File: src/rtl/reg_bank_snap.sv
// Byte-wide host register bank: coherent snapshot of N_IN status words, control bytes, sticky status.
// Optional lock timeout is enabled by defining REG_BANK_SNAP_TIMEOUT_EN.
module reg_bank_snap #(
    parameter int                 N_IN    = 6,
    parameter int                 N_CTL   = 4,
    parameter int                 ADDR_W  = 5,
    parameter logic [N_CTL*8-1:0] CTL_RST = '0,
    parameter int                 LOCK_TO = 255
) (
    input  logic                 clk,
    input  logic                 reset,
    input  logic                 en,
    input  logic                 we,
    input  logic [ADDR_W-1:0]    address,
    input  logic [7:0]           wdBus,
    output logic [7:0]           rdBus,
    input  logic [N_IN*32-1:0]   in_words,
    output logic [N_CTL*8-1:0]   control,
    output logic [N_CTL-1:0]     ctl_stb,
    output logic                 locked
);

    localparam int SNAP_B = 4 * N_IN;
    localparam int STAT_A = SNAP_B;
    localparam int LK_W   = ADDR_W - 2;

    if ((1 << ADDR_W) < SNAP_B + 1 + N_CTL) begin : g_bad_addr_w
        $error("reg_bank_snap: ADDR_W too small for the address map");
    end
    if (LOCK_TO < 1 || LOCK_TO > 65535) begin : g_bad_lock_to
        $error("reg_bank_snap: LOCK_TO out of range");
    end

    typedef enum logic {
        IDLE   = 1'b0,
        LOCKED = 1'b1
    } state_t;

    state_t              state;
    logic [LK_W-1:0]     lk;
    logic [N_IN*32-1:0]  snap;
    logic                wr_err;
    logic                to_err;
    logic                rd_acc;
    logic                wr_acc;
    logic                word0_rd;
    logic                rel_rd;
    logic                stat_rd;
    logic                ctl_wr_hit;
    logic                to_hit;
    logic [N_CTL-1:0]    ctl_hit;
    logic [7:0]          rd_data;

    assign rd_acc     = en & ~we;
    assign wr_acc     = en & we;
    assign word0_rd   = rd_acc && (int'(address) < SNAP_B) && (address[1:0] == 2'b00);
    assign rel_rd     = rd_acc && (state == LOCKED) && (address == {lk, 2'b11});
    assign stat_rd    = rd_acc && (address == ADDR_W'(STAT_A));
    assign ctl_wr_hit = |ctl_hit;
    assign locked     = (state == LOCKED);

    always_comb begin
        ctl_hit = '0;
        for (int c = 0; c < N_CTL; c++) begin
            ctl_hit[c] = (address == ADDR_W'(STAT_A + 1 + c));
        end
    end

    // Unmapped addresses fall through to the 0x00 default.
    always_comb begin
        rd_data = 8'h00;
        for (int i = 0; i < SNAP_B; i++) begin
            if (address == ADDR_W'(i)) rd_data = snap[8*i +: 8];
        end
        if (address == ADDR_W'(STAT_A)) rd_data = {5'b0, to_err, wr_err, locked};
        for (int c = 0; c < N_CTL; c++) begin
            if (ctl_hit[c]) rd_data = control[8*c +: 8];
        end
    end

`ifdef REG_BANK_SNAP_TIMEOUT_EN
    logic [15:0] timer;

    // Timeout fires on the edge the count would reach LOCK_TO; host accesses win.
    assign to_hit = (state == LOCKED) && !word0_rd && !rel_rd && (timer == 16'(LOCK_TO - 1));

    always_ff @(posedge clk or negedge reset) begin
        if (!reset) begin
            timer <= '0;
        end else if (word0_rd || state == IDLE || rel_rd || to_hit) begin
            timer <= '0;
        end else begin
            timer <= timer + 16'd1;
        end
    end
`else
    assign to_hit = 1'b0;
`endif

    always_ff @(posedge clk or negedge reset) begin
        if (!reset) begin
            state <= IDLE;
            lk    <= '0;
        end else begin
            case (state)
                IDLE: begin
                    if (word0_rd) begin
                        state <= LOCKED;
                        lk    <= address[ADDR_W-1:2];
                    end
                end
                LOCKED: begin
                    if (word0_rd) begin
                        lk <= address[ADDR_W-1:2];
                    end else if (rel_rd || to_hit) begin
                        state <= IDLE;
                    end
                end
                default: state <= IDLE;
            endcase
        end
    end

    // The lock-entry edge itself must not overwrite the byte-0 value being returned.
    always_ff @(posedge clk or negedge reset) begin
        if (!reset) begin
            snap <= '0;
        end else if (state == IDLE && !word0_rd) begin
            snap <= in_words;
        end
    end

    always_ff @(posedge clk or negedge reset) begin
        if (!reset) begin
            rdBus   <= 8'h00;
            wr_err  <= 1'b0;
            to_err  <= 1'b0;
            control <= CTL_RST;
            ctl_stb <= '0;
        end else begin
            if (rd_acc) rdBus <= rd_data;

            if (wr_acc && !ctl_wr_hit) wr_err <= 1'b1;
            else if (stat_rd)          wr_err <= 1'b0;

            if (to_hit)       to_err <= 1'b1;
            else if (stat_rd) to_err <= 1'b0;

            for (int c = 0; c < N_CTL; c++) begin
                if (wr_acc && ctl_hit[c]) control[8*c +: 8] <= wdBus;
            end
            ctl_stb <= wr_acc ? ctl_hit : '0;
        end
    end

endmodule

File: config.mk
export PLATFORM = sky130hd
export DESIGN_NAME = reg_bank_snap
export DESIGN_NICKNAME = d
export VERILOG_FILES = /design/src/rtl/reg_bank_snap.sv
export SDC_FILE = /design/constraint.sdc
export NUM_CORES = 1
export LEC_CHECK = 0
export CORE_ASPECT_RATIO = 0.8
export CORE_MARGIN = 2
export CORE_UTILIZATION = 30
export DETAILED_ROUTE_END_ITERATION = 6
export GPL_ROUTABILITY_DRIVEN = 0
export PLACE_DENSITY = 0.61
export SLEW_MARGIN = 10
export SYNTH_ARGS = -nofsm -noshare
export SYNTH_HDL_FRONTEND = slang
export SYNTH_SLANG_ARGS = --single-unit
File: constraint.sdc
create_clock -name clk -period 4.9 [get_ports clk]
set_input_delay 0.98 -clock clk [delete_from_list [all_inputs] [get_ports clk]]
set_output_delay 0.98 -clock clk [all_outputs]
set_load 0.02 [all_outputs]
==> results of run 1 <==
cell families after synthesis:
group	after synthesis	synth area share
compound gates	207	0.1133
xor+xnor	3	0.002217
buf+inv	84	0.04728
flops	241	0.5087
mux	265	0.2559
simple gates	170	0.07260
registers in the layout, indices dropped and copies added, names as in the netlist:
name	flops
control	32
ctl_stb	4
lk	3
locked	1
rdBus	8
snap	192
wr_err	1
power by group through the flow:
| stage | Sequential, uW | Clock [uW] | Combinational, uW |
|---|---|---|---|
| 5_1_grt | 3550 | 2140 | 2390 |
| 6_report | 3440 | 2000 | 2210 |
| 3_5_place_dp | 3450 | 0 | 2220 |
| 4_1_cts | 3430 | 2050 | 2230 |
| 3_3_place_gp | 3430 | 0 | 2170 |
| 2_1_floorplan | 3260 | 0 | 1530 |
cells in the mapped netlist, types with 3 or more instances:
| master | instances | share of area |
|---|---|---|
| a211o_1 | 3 | 0.0022 |
| a211oi_1 | 7 | 0.0044 |
| a21o_1 | 3 | 0.0019 |
| a21oi_1 | 52 | 0.022 |
| a221o_1 | 4 | 0.0034 |
| a221oi_1 | 8 | 0.0059 |
| a2bb2oi_1 | 3 | 0.0022 |
| a311oi_1 | 4 | 0.0030 |
| a31oi_1 | 11 | 0.0058 |
| a32oi_1 | 5 | 0.0037 |
| and3_1 | 6 | 0.0032 |
| and3b_1 | 4 | 0.0030 |
| buf_2 | 26 | 0.011 |
| buf_4 | 12 | 0.0076 |
| buf_6 | 22 | 0.021 |
| clkbuf_1 | 8 | 0.0025 |
| dfrtp_1 | 241 | 0.51 |
| inv_1 | 10 | 0.0032 |
| mux2_2 | 232 | 0.22 |
| mux2i_1 | 26 | 0.022 |
| mux4_2 | 6 | 0.011 |
| nand2_1 | 51 | 0.016 |
| nand2b_1 | 9 | 0.0047 |
| nand3_1 | 13 | 0.0055 |
| nand4_1 | 4 | 0.0021 |
| nor2_1 | 36 | 0.011 |
| nor2_2 | 5 | 0.0026 |
| nor2b_1 | 10 | 0.0053 |
| nor3_1 | 10 | 0.0042 |
| nor3b_1 | 4 | 0.0025 |
| o211ai_1 | 7 | 0.0044 |
| o21ai_0 | 55 | 0.023 |
| o221ai_1 | 8 | 0.0059 |
| o22ai_1 | 12 | 0.0063 |
| o311ai_0 | 6 | 0.0044 |
| o31ai_1 | 3 | 0.0019 |
| o32ai_1 | 4 | 0.0030 |
| or3_1 | 3 | 0.0016 |
per-stage QoR:
step,hold WS (ns),std cells
finish,0.4305,1755
global route,0.4850,1752
CTS,0.4591,1750
detailed placement,0.4920,1701
global placement,0.4821,1701
floorplan,0.4671,970
final timing paths:
path | start | endpoint
setup / recovery | address[4] | rdBus[4]$_DFFE_PN0P_
hold / removal | reset | snap[45]$_DFFE_PN0P_
setup reg to reg | snap[14]$_DFFE_PN0P_ | rdBus[6]$_DFFE_PN0P_
hold reg to reg | snap[6]$_DFFE_PN0P_ | snap[6]$_DFFE_PN0P_
max in group asynchronous | reset | snap[7]$_DFFE_PN0P_
min in group clk | snap[6]$_DFFE_PN0P_ | snap[6]$_DFFE_PN0P_
layer usage:
| metal | vias to the layer above | part of all wire | global-route usage |
|---|---|---|---|
| met5 | - | 0.0017 | 0 |
| met4 | 10 | 0.030 | 0.06053 |
| met3 | 79 | 0.082 | 0.05518 |
| met2 | 365 | 0.40 | 0.2753 |
| met1 | 4618 | 0.48 | 0.3056 |
| li1 | 4048 | - | - |
final cells by class:
| type | count | area [sq um] | share of cell area |
|---|---|---|---|
| Antenna cell | 5 | 12.51 | 0.0008037 |
| Clock buffer | 41 | 788.3 | 0.05063 |
| Clock inverter | 8 | 75.07 | 0.004822 |
| Inverter | 12 | 45.04 | 0.002893 |
| Multi-Input combinational cell | 645 | 5276 | 0.3389 |
| Sequential cell | 241 | 6031 | 0.3874 |
| Tap cell | 536 | 670.6 | 0.04308 |
| Timing Repair Buffer | 267 | 2670 | 0.1715 |
cells in the final DEF (no fill, tap or decap), drive strengths merged, types with 5 or more instances in the layout:
cell / count
nor3b: 5
a31oi: 11
nor3: 10
a221oi: 9
and3: 7
buf: 18
clkbuf: 41
mux4: 7
diode: 5
o21ai: 55
o22ai: 12
mux2i: 26
nand2b: 9
nand2: 51
o311ai: 6
clkinv: 7
nand3: 13
nor2b: 10
dfrtp: 241
clkdlybuf4s50: 249
o221ai: 8
inv: 11
o211ai: 7
mux2: 232
a32oi: 5
a211oi: 7
nor2: 42
a21oi: 52
critical path: stages:
cell	delay, ns
clkdlybuf4s50_1	0.93
nand2b_1	0.60
nor2_1	0.25
a221oi_2	0.29
a211oi_1	0.12
a2111oi_2	0.43
a211oi_1	0.14
==> out/results.ini, run 1 <==
[critical_path]
ff2ff_setup_slack_ns = 2.77
path_max_fanout = 19
startpoint_type = input pin
cp_data_required_time_ns = 5.33
criticalPathCategory = in -> reg
end_kind = flip-flop
arrival_ns = 3.74
reg2reg_depth = 6

[pwr]
ir_drop_uv = 250.5
combPwrFrac = 0.289
leakage_uw = 0.006168
internal_power_uw = 5273
clkPwrFrac = 0.261
p_per_area_mw_per_mm2 = 491.4
p_switching_uw = 2378
finalPower_uw = 7651
swShare = 0.3108
pwr-share-seq = 0.449

[floorplan]
dieArea_sq_mm = 0.04114
num_rows = 65
die_w_microns = 226.3
initial_core_util = 0.3025
die_y_microns = 181.8
ios = 254
design.core.area_sq_mm = 0.03920

[timing]
finalSetupViolations = 0
fmax_mhz = 302.0
finalCriticalPeriod_ns = 3.311
fin_crit_sh = 0.6758
hold_viol = 0
rsz0062_at_grt = no
finClkSkew_ns = 0.01574
drv_slew = 0
tightest_slew_ns = 0.9303
fin_ws_ns = 1.589
slew_headroom = 0.3720
finalSetupTns_ns = 0

[cells_and_area]
finalInstanceArea_sq_mm = 0.01557
area_growth_pct = 31.31
finalNetCount = 1403
drive_above_1_share = 0.2562
final_util = 0.3972
fillCellCount = 3805

[grt]
grt_max_degree = 134
grt_pass1_vias = 9350
grt_pass1_wl_microns = 61780
overflow = 0
grt_usage = 0.2016
antenna_found_initial = 11

[clock_network]
post-cts-setup-buffers = 0
hold_buffers = 0
cts_root_buf = clkbuf_16
cts-buffers-inserted = 27
postCtsResizedCells = 0
clk_latency_ns = 0.56
cts.sinks = 241
cts_tree = built
cts_buffer_depth = 3
htreeDepth = 1
clkTransAtPathRegs_ns = 0.06

[synthesis]
ys_ff_latch = 241
synth_top_flop_cell = dfrtp_1
yosysWarnings = 0
async_flop_share = 1.000
synth_edf_count = 0
synth.distinct_cells = 67
synth_cells = 970
seq_area_frac_synth = 0.5087
postSynthAreaPerCell_sq_um = 12.22
syn_area_sq_mm = 0.01186
synth_nets = 1179

[placement]
dp_hpwl_microns = 30090
dp_slack_ns = 1.047
io_buffers = 253
place_area_sq_mm = 0.01469

[worst_hold_path]
holdCritPathClass = in -> async

[routing]
vias = 9120
vias_per_cell = 5.197
drc = 0
firstDrtPassIters = 5
final_antenna_net_count = 0
drt-total-wl_microns = 41650
drtIter0Drc = 723
wl_per_cell_microns = 23.73

[flow_run]
drv_cap = 0

[run_status]
outcome = finished, final reports clean

No activity file was read; power rests on OpenSTA's default activity.
==> inputs of run 2 (changes only) <==
- clock period: 4.9 -> 3.15 ns (I/O delays scaled with it)
==> run 2 against run 1 <==
Compared with the run above: worst hold slack lost 0.33 ns; sequential share of layout area shrank 1.4 points; count of clock-buffer cells in the layout up 1; sequential cell count unchanged.
==> out/results.ini, run 2 (synthesis results as in run 1) <==
[grt]
grt_pass1_vias = 9566
grt_max_degree = 94
grt_pass1_wl_microns = 61530
antenna_found_initial = 7
overflow = 0
grt_usage = 0.2004

[clock_network]
cts_root_buf = clkbuf_16
htreeDepth = 1
cts_tree = built
cts.sinks = 241
post-cts-setup-buffers = 0
hold_buffers = 0
cts-buffers-inserted = 28
clk_latency_ns = 0.57
postCtsResizedCells = 0
clkTransAtPathRegs_ns = 0.06
cts_buffer_depth = 3

[timing]
fin_crit_sh = 0.8153
hold_viol = 0
tightest_slew_ns = 0.7729
hold_ws_ns = 0.09730
finalSetupViolations = 0
finalCriticalPeriod_ns = 2.568
finalSetupTns_ns = 0
slew_headroom = 0.4848
drv_slew = 0
finClkSkew_ns = 0.01895
rsz0062_at_grt = no
fmax_mhz = 389.4

[cells_and_area]
mostFrequentLayoutCell = clkdlybuf4s50_1
finalInstanceArea_sq_mm = 0.01613
reg_top3 = snap: 192 flops, control: 32 flops, rdBus: 8 flops
final_util = 0.4116
drive_above_1_share = 0.2877
regMostFlops = snap
finalNetCount = 1456
fillCellCount = 3838
area_growth_pct = 36.07
largest_reg_flops = 192
final_cell_mix = clkdlybuf4s50_1 (249), dfrtp_1 (241), mux2_2 (232)

[critical_path]
startpoint_type = input pin
arrival_ns = 3.06
path_max_fanout = 12
reg2reg_depth = 6
slowest_delay_ns = 0.69
path_cells = clkdlybuf4s50_1 > buf_4 > nor3b_2 > buf_4 > a21oi_1 > o32ai_1 > o21ai_0 > a21oi_1
ff2ff_setup_slack_ns = 0.97
r2r-start = snap[28]$_DFFE_PN0P_
crit_slowest_cell = clkdlybuf4s50_1
r2r-end = rdBus[4]$_DFFE_PN0P_
end_kind = flip-flop
cp_data_required_time_ns = 3.64
criticalPathCategory = in -> reg

[floorplan]
die_w_microns = 226.3
ios = 254
initial_core_util = 0.3025
dieArea_sq_mm = 0.04114
die_y_microns = 181.8
design.core.area_sq_mm = 0.03920
num_rows = 65

[routing]
wl_per_cell_microns = 23.12
firstDrtPassIters = 7
drtIter0Drc = 731
vias_per_cell = 5.155
drc = 0
final_antenna_net_count = 0
drt-total-wl_microns = 41680
vias = 9295

[flow_run]
drv_cap = 0

[placement]
place_area_sq_mm = 0.01520
dp_hpwl_microns = 31430
io_buffers = 253

[pwr]
ir_drop_uv = 430.0
p_per_area_mw_per_mm2 = 763.3
leakage_uw = 0.006495
finalPower_uw = 12320

[run_status]
outcome = finished, final reports clean

[worst_hold_path]
holdCritPathClass = in -> async

-- run 2: metrics by stage --
stage	std cells	setup WS, ns
final	1803	0.5818
after global routing	1801	0.5988
after CTS	1801	0.7464
after global placement	1753	0.2289
after floorplan	970	0.9470
after detailed placement	1753	0.1465
-- run 2: final cells by class --
class                      count  area, sq um  share of cell area
antenna                        2        5.005           0.0003102
clock buffer                  42        844.6             0.05235
clock inverter                 6        87.58            0.005429
inverter                      12        45.04            0.002792
multi-input combinational    645         5276              0.3271
sequential                   241         6031              0.3738
tap                          536        670.6             0.04157
timing repair buffer         319         3173              0.1967
-- run 2: worst max path at each step --
stage	from	end	slack [ns]	cells after the start
floorplan	address[1]	snap[95]$_DFFE_PN0P_	0.95	8
global placement	address[4]	rdBus[4]$_DFFE_PN0P_	0.23	7
detailed placement	address[4]	rdBus[2]$_DFFE_PN0P_	0.15	8
CTS	address[4]	rdBus[2]$_DFFE_PN0P_	0.75	8
global route	address[4]	rdBus[1]$_DFFE_PN0P_	0.60	8
finish	address[4]	rdBus[1]$_DFFE_PN0P_	0.58	8
-- run 2: power by group --
part / leakage [uW] / switching (uW) / internal (uW)
combinational: 0.00316 / 1520 / 2100
clock: 0.000459 / 1330 / 2000
sequential: 0.00287 / 917 / 4450
-- run 2: per-layer routing --
layer	GRT usage	vias to the layer above	share of wire
met5	0	-	0.0018
met4	0.04737	10	0.023
met3	0.06197	73	0.091
met2	0.2902	405	0.42
met1	0.2903	4629	0.47
li1	-	4178	-
-- run 2: critical path: cells and delay by family --
family	cells	cell delay, ns
simple gates	1	0.48
buf+inv	3	1.17
compound gates	4	0.76
